[src/rtl/vcd_change_logger_if.sv]
// Record stream interface of vcd_change_logger: show-ahead head record
// (time, value) with a valid/ready handshake toward the dump consumer.
interface vcd_change_logger_if #(
    parameter int WIDTH    = 8,
    parameter int TS_WIDTH = 16
);
    logic                rec_valid;
    logic                rec_ready;
    logic [TS_WIDTH-1:0] rec_time;
    logic [WIDTH-1:0]    rec_value;

    modport master (
        output rec_valid,
        output rec_time,
        output rec_value,
        input  rec_ready
    );

    modport slave (
        input  rec_valid,
        input  rec_time,
        input  rec_value,
        output rec_ready
    );
endinterface

[src/rtl/vcd_change_logger.sv]
// vcd_change_logger: watches one data word and queues a timestamped record
// for the initial snapshot after enable rises and for every later change.
// Records sit in a show-ahead FIFO drained through the rec stream interface.
// Optional build macro VCD_LOGGER_WRAP_RECORD_EN: when defined, the edge on
// which the timestamp wraps to zero also forces a record (ts = all ones) so
// the reader can count timestamp epochs.
module vcd_change_logger #(
    parameter int WIDTH    = 8,
    parameter int TS_WIDTH = 16,
    parameter int DEPTH    = 8
) (
    input  logic                   clock,
    input  logic                   reset_n,
    input  logic                   enable,
    input  logic [WIDTH-1:0]       data_in,
    vcd_change_logger_if.master    rec,
    output logic                   overflow,
    output logic [$clog2(DEPTH):0] level
);
    localparam int AW = $clog2(DEPTH);
    localparam int LW = AW + 1;
    localparam logic [LW-1:0]       LVL_FULL = LW'(DEPTH);
    localparam logic [LW-1:0]       LVL_ONE  = LW'(1);
    localparam logic [AW-1:0]       PTR_ONE  = AW'(1);
    localparam logic [TS_WIDTH-1:0] TS_ONE   = TS_WIDTH'(1);

    logic [TS_WIDTH-1:0] ts_q, ts_d;
    logic [WIDTH-1:0]    prev_q, prev_d;
    logic                armed_q, armed_d;
    logic                overflow_q, overflow_d;
    logic [LW-1:0]       level_q, level_d;
    logic [AW-1:0]       wr_ptr_q, wr_ptr_d;
    logic [AW-1:0]       rd_ptr_q, rd_ptr_d;
    logic [TS_WIDTH-1:0] mem_time_q  [DEPTH];
    logic [WIDTH-1:0]    mem_value_q [DEPTH];

    logic wrap_s;
    logic push_s;
    logic pop_s;
    logic full_s;
    logic wr_s;
    logic drop_s;

`ifdef VCD_LOGGER_WRAP_RECORD_EN
    // The edge that takes ts from all ones back to zero forces a record.
    assign wrap_s = (ts_q == {TS_WIDTH{1'b1}});
`else
    // Wraps are left for the consumer to infer from decreasing timestamps.
    assign wrap_s = 1'b0;
`endif

    // Record generation and FIFO handshake decode.
    always_comb begin
        push_s = 1'b0;
        if (enable) begin
            push_s = (!armed_q) || (data_in != prev_q) || wrap_s;
        end else begin
            push_s = 1'b0;
        end
        pop_s  = (level_q != {LW{1'b0}}) && rec.rec_ready;
        full_s = (level_q == LVL_FULL);
        // A push into a full FIFO only fits when the head leaves on the same edge.
        wr_s   = push_s && ((!full_s) || pop_s);
        drop_s = push_s && full_s && (!pop_s);
    end

    // Next-state for timestamp, change detector, pointers, level and sticky flag.
    always_comb begin
        ts_d       = ts_q;
        prev_d     = data_in;
        armed_d    = enable;
        overflow_d = overflow_q | drop_s;
        wr_ptr_d   = wr_ptr_q;
        rd_ptr_d   = rd_ptr_q;
        level_d    = level_q;
        if (enable) begin
            ts_d = ts_q + TS_ONE;
        end else begin
            ts_d = ts_q;
        end
        if (wr_s) begin
            wr_ptr_d = wr_ptr_q + PTR_ONE;
        end else begin
            wr_ptr_d = wr_ptr_q;
        end
        if (pop_s) begin
            rd_ptr_d = rd_ptr_q + PTR_ONE;
        end else begin
            rd_ptr_d = rd_ptr_q;
        end
        if (wr_s && !pop_s) begin
            level_d = level_q + LVL_ONE;
        end else if (pop_s && !wr_s) begin
            level_d = level_q - LVL_ONE;
        end else begin
            level_d = level_q;
        end
    end

    // Control state registers; reset discards every buffered record at once.
    always_ff @(posedge clock or negedge reset_n) begin
        if (!reset_n) begin
            ts_q       <= {TS_WIDTH{1'b0}};
            prev_q     <= {WIDTH{1'b0}};
            armed_q    <= 1'b0;
            overflow_q <= 1'b0;
            level_q    <= {LW{1'b0}};
            wr_ptr_q   <= {AW{1'b0}};
            rd_ptr_q   <= {AW{1'b0}};
        end else begin
            ts_q       <= ts_d;
            prev_q     <= prev_d;
            armed_q    <= armed_d;
            overflow_q <= overflow_d;
            level_q    <= level_d;
            wr_ptr_q   <= wr_ptr_d;
            rd_ptr_q   <= rd_ptr_d;
        end
    end

    // Record storage; cleared on reset so the idle head reads as (0, 0).
    always_ff @(posedge clock or negedge reset_n) begin
        if (!reset_n) begin
            for (int i = 0; i < DEPTH; i++) begin
                mem_time_q[i]  <= {TS_WIDTH{1'b0}};
                mem_value_q[i] <= {WIDTH{1'b0}};
            end
        end else if (wr_s) begin
            mem_time_q[wr_ptr_q]  <= ts_q;
            mem_value_q[wr_ptr_q] <= data_in;
        end else begin
            mem_time_q[wr_ptr_q]  <= mem_time_q[wr_ptr_q];
            mem_value_q[wr_ptr_q] <= mem_value_q[wr_ptr_q];
        end
    end

    // Show-ahead head; valid comes from the stored level only, never from ready.
    assign rec.rec_valid = (level_q != {LW{1'b0}});
    assign rec.rec_time  = mem_time_q[rd_ptr_q];
    assign rec.rec_value = mem_value_q[rd_ptr_q];
    assign overflow      = overflow_q;
    assign level         = level_q;

endmodule
[src/flat_wrapper.sv]
// flat-port wrapper written by rule: the top's interface ports become plain ports
module vcd_change_logger_flat 
#(
    parameter int WIDTH    = 8,
    parameter int TS_WIDTH = 16,
    parameter int DEPTH    = 8
)
  (clock, reset_n, enable, data_in, overflow, level, rec_rec_valid, rec_rec_time, rec_rec_value, rec_rec_ready);
  vcd_change_logger_if #(.WIDTH(WIDTH), .TS_WIDTH(TS_WIDTH)) rec_i ();
  input  logic clock;
  input  logic reset_n;
  input  logic enable;
  input  logic [WIDTH-1:0] data_in;
  output logic overflow;
  output logic [$clog2(DEPTH):0] level;
  output wire logic [$bits(rec_i.rec_valid)-1:0] rec_rec_valid;
  output wire logic [$bits(rec_i.rec_time)-1:0] rec_rec_time;
  output wire logic [$bits(rec_i.rec_value)-1:0] rec_rec_value;
  input wire logic [$bits(rec_i.rec_ready)-1:0] rec_rec_ready;
  assign rec_rec_valid = rec_i.rec_valid;
  assign rec_rec_time = rec_i.rec_time;
  assign rec_rec_value = rec_i.rec_value;
  assign rec_i.rec_ready = rec_rec_ready;
  vcd_change_logger #(.WIDTH(WIDTH), .TS_WIDTH(TS_WIDTH), .DEPTH(DEPTH)) u_core (.clock(clock), .reset_n(reset_n), .enable(enable), .data_in(data_in), .rec(rec_i), .overflow(overflow), .level(level));
endmodule
[config.mk]
export PLATFORM = sky130hd
export DESIGN_NAME = vcd_change_logger_flat
export DESIGN_NICKNAME = d
export VERILOG_FILES = /design/src/rtl/vcd_change_logger_if.sv /design/src/rtl/vcd_change_logger.sv /design/src/flat_wrapper.sv
export SDC_FILE = /design/constraint.sdc
export NUM_CORES = 1
export LEC_CHECK = 0
export ABC_AREA = 1
export CORE_MARGIN = 3
export CORE_UTILIZATION = 25
export CTS_CLUSTER_SIZE = 30
export DETAILED_ROUTE_END_ITERATION = 8
export GPL_TIMING_DRIVEN = 1
export SLEW_MARGIN = 20
export SYNTH_ARGS = -nofsm -noshare
export SYNTH_HDL_FRONTEND = slang
export SYNTH_SLANG_ARGS = --single-unit
[constraint.sdc]
create_clock -name clock -period 2.4 [get_ports clock]
set_input_delay 0.48 -clock clock [delete_from_list [all_inputs] [get_ports clock]]
set_output_delay 0.48 -clock clock [all_outputs]
set_load 0.05 [all_outputs]
==> results.md <==
* Status: finished with violations
* Failing checks: setup timing
* Internal at 14.3 mW
* Cell Count Post-Placement at 2896
* Synth top area share at 0.394
* DRT iter0 DRCs at 1354
* Hold endpoint: u_core.prev_q[0]
* First-pass GRT wire length at 72700 um
* Hold Violations, Final at 0
* WP data required at 1.92 ns
* Post-route cell area at 17900 um^2
* Drt first pass iters at 6
* Psw at 12.3 mW
* Row cnt at 87
* Initial antenna violation count at 0
* Final Non-Filler Cells at 2965
* FF-to-FF setup slack at 0.14 ns
* H-tree levels at 1
* Worst path slowest cell: dfrtp_4
* Cell Area, Synth at 14500 um^2
* Comb pwr share at 0.577
* Number of I/O pins at 42
* Hold path cells at 1
* Clock Latency Late Sink at 0.57 ns
* Flop pwr share at 0.256
* Hold Path Class: input port to register
* Seq/Total Area, Yosys at 0.394
* Post-route setup TNS at -5.99 ns
* Vias at 14400
* CTS Sinks at 228
* Slew at the pin closest to its max-slew limit at 0.787 ns
* Proportion of layout cells with a drive suffix above 1 at 0.119
* Drc violations at 0
* Most frequent cells in the layout: nand2_1 (454), nor2_1 (414), dfrtp_1 (224), inv_1 (219), nand3_1 (200)
* Cells along the critical path: clkinv_8 -> buf_6 -> clkbuf_16 -> a21oi_2 -> o21ai_1 -> nand2_1 -> nor2_1 -> a31oi_2 -> buf_12
* Die Ht at 247 um
* Top post-synthesis cells by area: dfrtp_1 (39%), nand2_1 (12%), nor2_1 (11%), nand4_1 (8.4%), nand3_1 (7.2%)
* Period utilisation layout at 1.12
* Synth cell types at 29
* Hpwl dp at 25500 um
* Max-capacitance violation count at 0
* Post-route ant nets at 0
* Pin count of the biggest net entering global routing at 139
* FF+latch count, synth at 228
* Hold slack at 0.123 ns
* Syn Inst Count at 2200
* Worst Path Max Fanout at 9
* Kind of critical path: register to primary output
* Die X at 247 um
* CTS Buf Count at 29
* Clk_skew at 0.0223 ns
* GRT Overall Usage at 0.145
* Filler Cell Count at 6114
* Syn avg cell area at 6.58 um^2
* IO buf count at 41
* Sw frac at 0.463
* RSZ-0062 raised after global routing: yes
* Commonest non-fill, non-tap cell in the layout: nand2_1
* Die area at 60900 um^2
* Remaining global-route overflow at 0
* CTS tree: done
* Max VDD drop at 1.38 mV
* Syn Nets at 2219
* Clock Root Buffer: clkbuf_16
* Initial Util at 0.255
* # setup viols final at 24
* Fmax achieved at 372 MHz
* Vias in the first global route at 12900
* Routed len/inst at 15.6 um
* Via/cell ratio at 4.86
* Nature of the critical path startpoint: register
* Critical path endpoint category: primary output
* Hold_sp: data_in[0]
* Crit Reg-Reg Endpoint: u_core.level[3]
* Rel. slew slack at 0.475
* Diodes inserted at 0
* Clock network power share at 0.167
* GPL Wtd Cong at 0.766
* Worst Path Arrival at 2.21 ns
* Core footprint at 56800 um^2
* Total number of yosys warnings at 0
* Worst-path clk slew at 0.06 ns
* Cell Area, Placed at 16400 um^2
* R2r startpoint: u_core.prev_q[5]
* Final WL at 46300 um
* Tmin final at 2.69 ns
* Slew Viols, Final at 0
* Pwr/cell area at 1480 nW/um^2
* Final Worst Setup Slack at -0.289 ns
* R2R depth at 18
* Leakage at 8.26 nW
* Area leader, netlist: dfrtp_1
* Layout Nets at 2206
* Slowest stage delay, CP at 0.50 ns
* Dpl ws at -0.580 ns
* Clk buf depth at 3
* Area growth syn-to-layout at 23.7%
-- synth_stat cells --
master,instances
a21o_1,1
a21oi_1,99
a31oi_1,24
and3_1,1
buf_1,25
buf_2,38
buf_4,9
buf_6,1
clkbuf_1,108
clkinv_1,12
dfrtp_1,228
fa_1,1
ha_1,6
inv_1,223
inv_2,8
nand2_1,456
nand2_2,1
nand3_1,208
nand3_2,1
nand3_4,1
nand4_1,195
nor2_1,420
nor2_2,1
nor3_1,7
o211ai_1,1
o21ai_0,101
o21bai_1,1
xnor2_1,5
xor2_1,18
-- registers in the layout, summed over array words and instances, names as in the netlist --
name	cells
u_core.mem_time_q	128
u_core.mem_value_q	64
u_core.ts_q	16
u_core.prev_q	8
u_core.level	4
u_core.rd_ptr_q	3
u_core.wr_ptr_q	3
u_core.armed_q	1
u_core.overflow	1
-- repair_timing --
item / 4_1_cts / 5_1_grt
gates cloned: 0 / 6
hold buffers: 1 / 0
buffers inserted: 0 / 10
resized for setup: 15 / 112
endpoints found under the setup margin: 27 / 26
pin swaps: 0 / 18
endpoints found under the hold margin: 54 / 0
-- area by class of cell --
| cell class | instances | area, um^2 | share of cell area |
|---|---|---|---|
| Timing Repair Buffer | 137 | 1840 | 0.103 |
| Clock inverter | 10 | 85.1 | 0.00475 |
| Tap cell | 756 | 946 | 0.0528 |
| Multi-Input combinational cell | 1548 | 7520 | 0.420 |
| Inverter | 243 | 925 | 0.0516 |
| Clock buffer | 43 | 888 | 0.0496 |
| Sequential cell | 228 | 5710 | 0.319 |
-- layer usage --
metal / GRT usage / up-vias / wire length, um / part of all wire
met1: 0.204 / 6840 / 21300 / 0.46
met4: 0.0281 / 0 / 594 / 0.013
met3: 0.0188 / 55 / 2740 / 0.059
li1: - / 7099 / - / -
met5: 0 / - / 0 / 0
met2: 0.238 / 416 / 21700 / 0.47
-- kinds of logic after synthesis --
family                     share of synthesized area
xor gates and xnor gates                      0.0139
adders and majority gates                    0.00656
buffers and inverters                          0.116
DFF                                            0.394
and+or+nand+nor                                0.389
AOI/OAI and AO/OA                             0.0810
-- worst max-delay path: cells and delay by family (launching register included) --
family                 cells  cell delay, ns
buffers and inverters      4            0.58
flip-flops                 1            0.50
AO/OA/AOI/OAI              3            0.43
AND/OR/NAND/NOR            2            0.13
-- per-stage QoR --
stage	total power [mW]	util
2_1_floorplan	15.4	-
3_3_place_gp	20.9	0.289
3_5_place_dp	20.9	0.289
4_1_cts	25.6	0.307
5_1_grt	28.5	0.315
6_report	26.6	0.315
-- worst max-delay path by stage --
stage,slack [ns],cells after the start,end,start
after floorplan,-0.03,13,u_core.level[3],u_core.level[2]
after CTS,-0.32,7,rec_rec_time[4],u_core.rd_ptr_q[0]
final,-0.29,9,rec_rec_time[6],u_core.rd_ptr_q[0]
after global routing,-0.36,9,rec_rec_time[11],u_core.rd_ptr_q[0]
after detailed placement,-0.58,19,u_core.level[3],data_in[7]
after global placement,-0.63,19,u_core.level[3],data_in[7]
-- power by group through the flow --
| stage | Sequential [mW] | Combinational (mW) | Clock, mW |
|---|---|---|---|
| 2_1_floorplan | 6.61 | 8.84 | 0 |
| 3_3_place_gp | 6.77 | 14.1 | 0 |
| 3_5_place_dp | 6.77 | 14.2 | 0 |
| 4_1_cts | 6.75 | 14.3 | 4.55 |
| 5_1_grt | 7.04 | 16.8 | 4.70 |
| 6_report | 6.81 | 15.3 | 4.44 |
Power figures use the tool's default switching activity.
==> patch 1, RTL diff (config.mk and constraints unchanged) <==
`DEPTH` is set to 8 in 2 places; all go to 4.
--- a/src/rtl/vcd_change_logger.sv
+++ b/src/rtl/vcd_change_logger.sv
@@ -7,7 +7,7 @@
 module vcd_change_logger #(
     parameter int WIDTH    = 8,
     parameter int TS_WIDTH = 16,
-    parameter int DEPTH    = 8
+    parameter int DEPTH    = 4
 ) (
     input  logic                   clock,
     input  logic                   reset_n,
--- a/src/flat_wrapper.sv
+++ b/src/flat_wrapper.sv
@@ -3,7 +3,7 @@
 #(
     parameter int WIDTH    = 8,
     parameter int TS_WIDTH = 16,
-    parameter int DEPTH    = 8
+    parameter int DEPTH    = 4
 )
   (clock, reset_n, enable, data_in, overflow, level, rec_rec_valid, rec_rec_time, rec_rec_value, rec_rec_ready);
   vcd_change_logger_if #(.WIDTH(WIDTH), .TS_WIDTH(TS_WIDTH)) rec_i ();
Ports: changed (resized level); port bits go from 42 to 41. The function was not compared with the original's and may differ.
==> patch 1 against the unedited design <==
- synthesized area decreased by 41%
- final area decreased by 44%
- total power is 41% lower
- final cell count is 41% lower
- utilization is 0.89 points lower
- hold slack gained 0.16 ns
- routed wire length down 40%
- via count is 41% lower
- highest routed layer is now met5
- critical endpoint is now rec_rec_time[2]
- worst setup slack gained 0.36 ns
- sequential cell count is 99 lower
- die area down 40%
==> patch 1: results (changes against the unedited design) <==
* Outcome: complete, no violations
* Maximum number of pins on one net before global-route repair at 71 (-49%)
* Number of cells on the worst reg-to-reg path at 15 (-3)
* Met1 layer usage reported by global route at 21.0% (+0.59 points)
* Mean routed wirelength per cell at 15.8 um (+1.1%)
* Worst VDD drop at 626 uV (-55%)
* Crit-path max FO at 14 (+5)
* Yosys synthesis warning count at 0 (unchanged)
* Reported leakage power at 0.00521 uW (-37%)
* Part of the Yosys area used for sequential elements at 38.0% (-1.4 points)
* Fraction of layout instances using a drive strength above 1 at 10.3% (-1.6 points)
* Count of cell types in the netlist at 27 (-6.9%)
* Total setup violations reported at the end of the flow at 0 (-100%)
* Worst hold path endpoint: u_core.prev_q[5]
* Slew headroom at 54.1% (+6.6 points)
* Layout fillers at 3564 (-42%)
* H-tree Lvls at 4 (+3)
* Worst-case clock buffer depth at 2 (-1)
* Startpoint of the lowest-slack register-to-register path: u_core.prev_q[7]
* Top delay family on crit path: buffers and inverters
* Worst slack on hold paths at 0.285 ns (+0.162 ns)
* Top cells by area, synth: sky130_fd_sc_hd__dfrtp_1 38%, sky130_fd_sc_hd__nand2_1 14%, sky130_fd_sc_hd__nor2_1 8.9%
* Global-route wire length before repair at 45300 um (-38%)
* Setup clock skew after layout at 0.0129 ns (-0.00947 ns)
* Total count of hold-check failures in the final report at 0 (unchanged)
* Global-route met2 utilization at 25.5% (+1.7 points)
* First-pass DRT Iterations at 7 (+1)
* Crit path max-delay cell type: sky130_fd_sc_hd__dfrtp_1
* Post-DP HPWL at 17100 um (-33%)
* Max Transition Viols Final at 0 (unchanged)
* Count of input and output buffers at 40 (-2.4%)
* Clock Power at 2680 uW (-40%)
* Violation count after the first detailed-routing iteration at 771 (-43%)
* Hold path cells at 1 (unchanged)
* Antenna violations before repair at 2 (+2)
* Min-delay src: data_in[5]
* Global router's overall resource usage at 15.6% (+1.1 points)
* Slack of the worst reg-to-reg path at 0.33 ns (+0.19 ns)
* Worst min-delay path class: primary input to register
* Relative contribution of combinational cells to total power at 58.0% (+0.3 points)
* Reg clk slew, reported paths at 0.06 ns (about the same)
* Largest registers in the final layout: u_core.mem_time_q: 64 flops, u_core.mem_value_q: 32 flops, u_core.ts_q: 16 flops
* Clock buffers created by TritonCTS at 17 (-41%)
* Final nets at 1311 (-41%)
* Delay of the slowest cell on the worst path at 0.44 ns (-0.06 ns)
* Ant diodes at 0 (unchanged)
* Most frequent cells after synthesis: 320 x sky130_fd_sc_hd__nand2_1, 202 x sky130_fd_sc_hd__nor2_1, 132 x sky130_fd_sc_hd__inv_1
* Clock latency at the later pin of the worst-skew pair at 0.43 ns (-0.14 ns)
* Cell at the root of the clock tree: sky130_fd_sc_hd__clkbuf_16
* GP Congestion at 0.790 (+3.1%)
* Total vias in the final route at 8544 (-41%)
* Net switching power at 7990 uW (-35%)
* Vias in the first global route at 8294 (-36%)
* Met3 usage in global routing at 2.21% (+0.33 points)
* Post-synthesis async set-or-reset flop share at 100% (unchanged)
* Synth Flop Type: sky130_fd_sc_hd__dfrtp_1
* Worst R2R End: u_core.level[2]
-- patch 1: worst max-delay path by stage --
stage                       start               end  cells after the start
2_1_floorplan     u_core.level[1]   u_core.level[1]                     11
3_3_place_gp           data_in[7]   u_core.level[2]                     15
3_5_place_dp           data_in[7]   u_core.level[2]                     15
4_1_cts        u_core.rd_ptr_q[0]  rec_rec_time[15]                      4
5_1_grt        u_core.rd_ptr_q[1]   rec_rec_time[0]                      5
6_report       u_core.rd_ptr_q[1]   rec_rec_time[2]                      5
-- patch 1: per-stage QoR --
stage	total power (uW)	setup slack (ns)	utilization (%)	cell area, um^2	instances
after floorplan	9970	0.0119	-	8550	1287
after global placement	12800	-0.439	28.7	9470	1714
after detailed placement	12900	-0.413	28.7	9470	1714
after CTS	15700	0.0212	30.5	10100	1747
after global routing	16900	-0.00838	30.6	10100	1747
final	15700	0.0687	30.6	10100	1747
-- patch 1: kinds of logic after synthesis --
logic type	count (synthesis)	synth area share, %
multiplexers	1	0.132
AND/OR/NAND/NOR	732	37.1
buffers and inverters	247	11.3
XOR/XNOR	20	2.06
AO/OA/AOI/OAI	151	10.4
adder cells (fa/ha/maj)	7	1.12
flip-flops	129	38.0
-- patch 1: final cells by class --
cell class                      instances  share of cell area [%]
Clock buffer                           19                    4.38
Clock inverter                         13                    1.61
Inverter                              135                    5.01
Multi-Input combinational cell        911                    43.2
Sequential cell                       129                    31.9
Tap cell                              442                    5.46
Timing Repair Buffer                   98                    8.38
-- patch 1: layer usage --
layer	vias up	wire length, um
met5	-	13
met4	2	674
met3	49	1470
met2	261	12800
met1	4059	12600
li1	4173	-
-- patch 1: timing repair --
action                                  in CTS  in global routing
hold buffers                                 1                  0
buffers inserted                             0                  0
hold endpoints to repair                    32                  0
endpoints found under the setup margin       0                 40
resized for setup                            0                  7
==> patch 2, RTL diff (same settings) <==
Without the edit above. Register the output `level` once more, with the module's reset; this adds one clock of latency there. The other outputs are not delayed to match.
--- a/src/rtl/vcd_change_logger.sv
+++ b/src/rtl/vcd_change_logger.sv
@@ -139,6 +139,12 @@
     assign rec.rec_time  = mem_time_q[rd_ptr_q];
     assign rec.rec_value = mem_value_q[rd_ptr_q];
     assign overflow      = overflow_q;
-    assign level         = level_q;
+    always_ff @(posedge clock or negedge reset_n) begin
+        if (!reset_n) begin
+            level <= '0;
+        end else begin
+            level <= level_q;
+        end
+    end
 
 endmodule
Behaviour: not the same (a bounded check fails within 4 cycles, from zero or initial values and one cycle with reset_n low).
==> patch 2 against the unedited design <==
- the run still ends with negative setup slack left
- clock skew fell by 0.011 ns
- worst setup slack improved by 0.0069 ns
- sequential cell count rose by 4
- critical endpoint is now rec_rec_time[13]
- via count fell by 0.36%
- total power fell by 1.7%
- synthesized area rose by 0.88%
- final cell count fell by 0.37%
- critical path type unchanged
- routed wire length rose by 0.39%
- highest routed layer unchanged
- final area fell by 1.3%
==> patch 2: results (changes against the unedited design) <==
* Clock buffers created by TritonCTS at 28 (-3.4%)
* Failing checks: negative setup slack
* Startpoint of the lowest-slack register-to-register path: u_core.prev_q[0]
* Placed standard-cell area at 16400 um^2 (-0.20%)
* DP Cell Count at 2889 (-0.24%)
* Clock Power at 4580 uW (+3%)
* Global-route met2 utilization at 23.9% (+0.11 points)
* Internal power at 14000 uW (-1.5%)
* Reported leakage power at 0.00819 uW (-0.87%)
* Global router's overall resource usage at 14.3% (-0.21 points)
* Top cells by area, synth: sky130_fd_sc_hd__dfrtp_1 40%, sky130_fd_sc_hd__nand2_1 12%, sky130_fd_sc_hd__nor2_1 11%
* Worst VDD drop at 1110 uV (-19%)
* Vias in the first global route at 13267 (+2.5%)
* Via-per-instance ratio at 4.86 (about the same)
* Switching fraction of total power at 46.2% (-0.099 points)
* Ant diodes at 1 (+1)
* Wirelength, routed at 46500 um (+0.39%)
* Fraction of layout instances using a drive strength above 1 at 9.79% (-2.1 points)
* Top delay family on crit path: flip-flops
* Slack of the worst reg-to-reg path at 0.17 ns (+0.03 ns)
* Total met2 wirelength after detailed routing at 21800 um (+0.42%)
* Number of setup buffers added after CTS at 0 (unchanged)
* Average instance area after synthesis at 6.63 um^2 (+0.70%)
* Fraction of area in clock buffers and inverters at 5.61% (+0.18 points)
* Global-route wire length before repair at 72300 um (-0.55%)
* Met1 layer usage reported by global route at 19.8% (-0.64 points)
* Routed met1 length at 21500 um (+0.96%)
* Maximum number of pins on one net before global-route repair at 186 (+34%)
* H-tree Lvls at 1 (unchanged)
* Total Neg Setup Slack at -5.53 ns (+0.455 ns)
* Crit-path max FO at 23 (+14)
* Number of cells on the worst reg-to-reg path at 10 (-8)
* Reg area at 5810 um^2 (+1.7%)
* Number of signal-net buffers in the layout at 122 (-11%)
* Critical Path Sink: rec_rec_time[13]
* Crit path max-delay cell type: sky130_fd_sc_hd__dfrtp_4
* Most frequent cells after synthesis: 456 x sky130_fd_sc_hd__nand2_1, 419 x sky130_fd_sc_hd__nor2_1, 232 x sky130_fd_sc_hd__dfrtp_1
* Final nets at 2194 (-0.54%)
* Delay of the slowest cell on the worst path at 0.53 ns (+0.03 ns)
* Worst R2R End: u_core.mem_time_q[48]
* Utilization after layout at 31.0% (-0.58 points)
* Buffering overhead at 9.22% (-1.1 points)
* GP Congestion at 0.754 (-1.5%)
* Mean routed wirelength per cell at 15.7 um (+0.76%)
* First-pass DRT Iterations at 7 (+1)
* Fin worst setup slack at -0.282 ns (+0.00695 ns)
* Setup clock skew after layout at 0.0113 ns (-0.0110 ns)
* Part of the Yosys area used for sequential elements at 39.7% (+0.34 points)
* Outcome: finished with violations
* Seq group at 6930 uW (+2%)
* Slew headroom at 41.7% (-5.9 points)
* Met3 usage in global routing at 1.51% (-0.36 points)
* Top Layer Used: met4
* Min-delay src: data_in[7]
* Violation count after the first detailed-routing iteration at 1397 (+3.2%)
* Total setup violations reported at the end of the flow at 24 (unchanged)
* Layout fillers at 6082 (-0.52%)
* CTS Sinks at 232 (+1.8%)
* Post-DP HPWL at 24700 um (-3.0%)
## patch 2: cell types whose count changed after synthesis, sizes merged
| cell | unedited run | this run |
|---|---|---|
| clkbuf | 108 | 96 |
| buf | 73 | 85 |
| dfrtp | 228 | 232 |
## patch 2: logic make-up (layout without fill, tap and decap cells)
logic type	after synthesis	count (layout)	synth area share (%)
DFF	232	232	39.7
other	0	1	0
buffers and inverters	424	417	11.6
and+or+nand+nor	1291	1291	38.6
AOI/OAI and AO/OA	227	227	8.03
xor gates and xnor gates	23	23	1.38
adders and majority gates	7	7	0.651
## patch 2: how the worst min path moves through the flow
stage                                        end  slack, ns  cells after the start
after CTS                     u_core.wr_ptr_q[1]       0.36                      5
after global placement    u_core.mem_value_q[16]       0.48                      2
after floorplan                   u_core.armed_q       0.18                      0
after detailed placement   u_core.mem_time_q[20]       0.48                      2
final                           u_core.prev_q[7]       0.11                      1
after global routing            u_core.prev_q[0]       0.12                      1
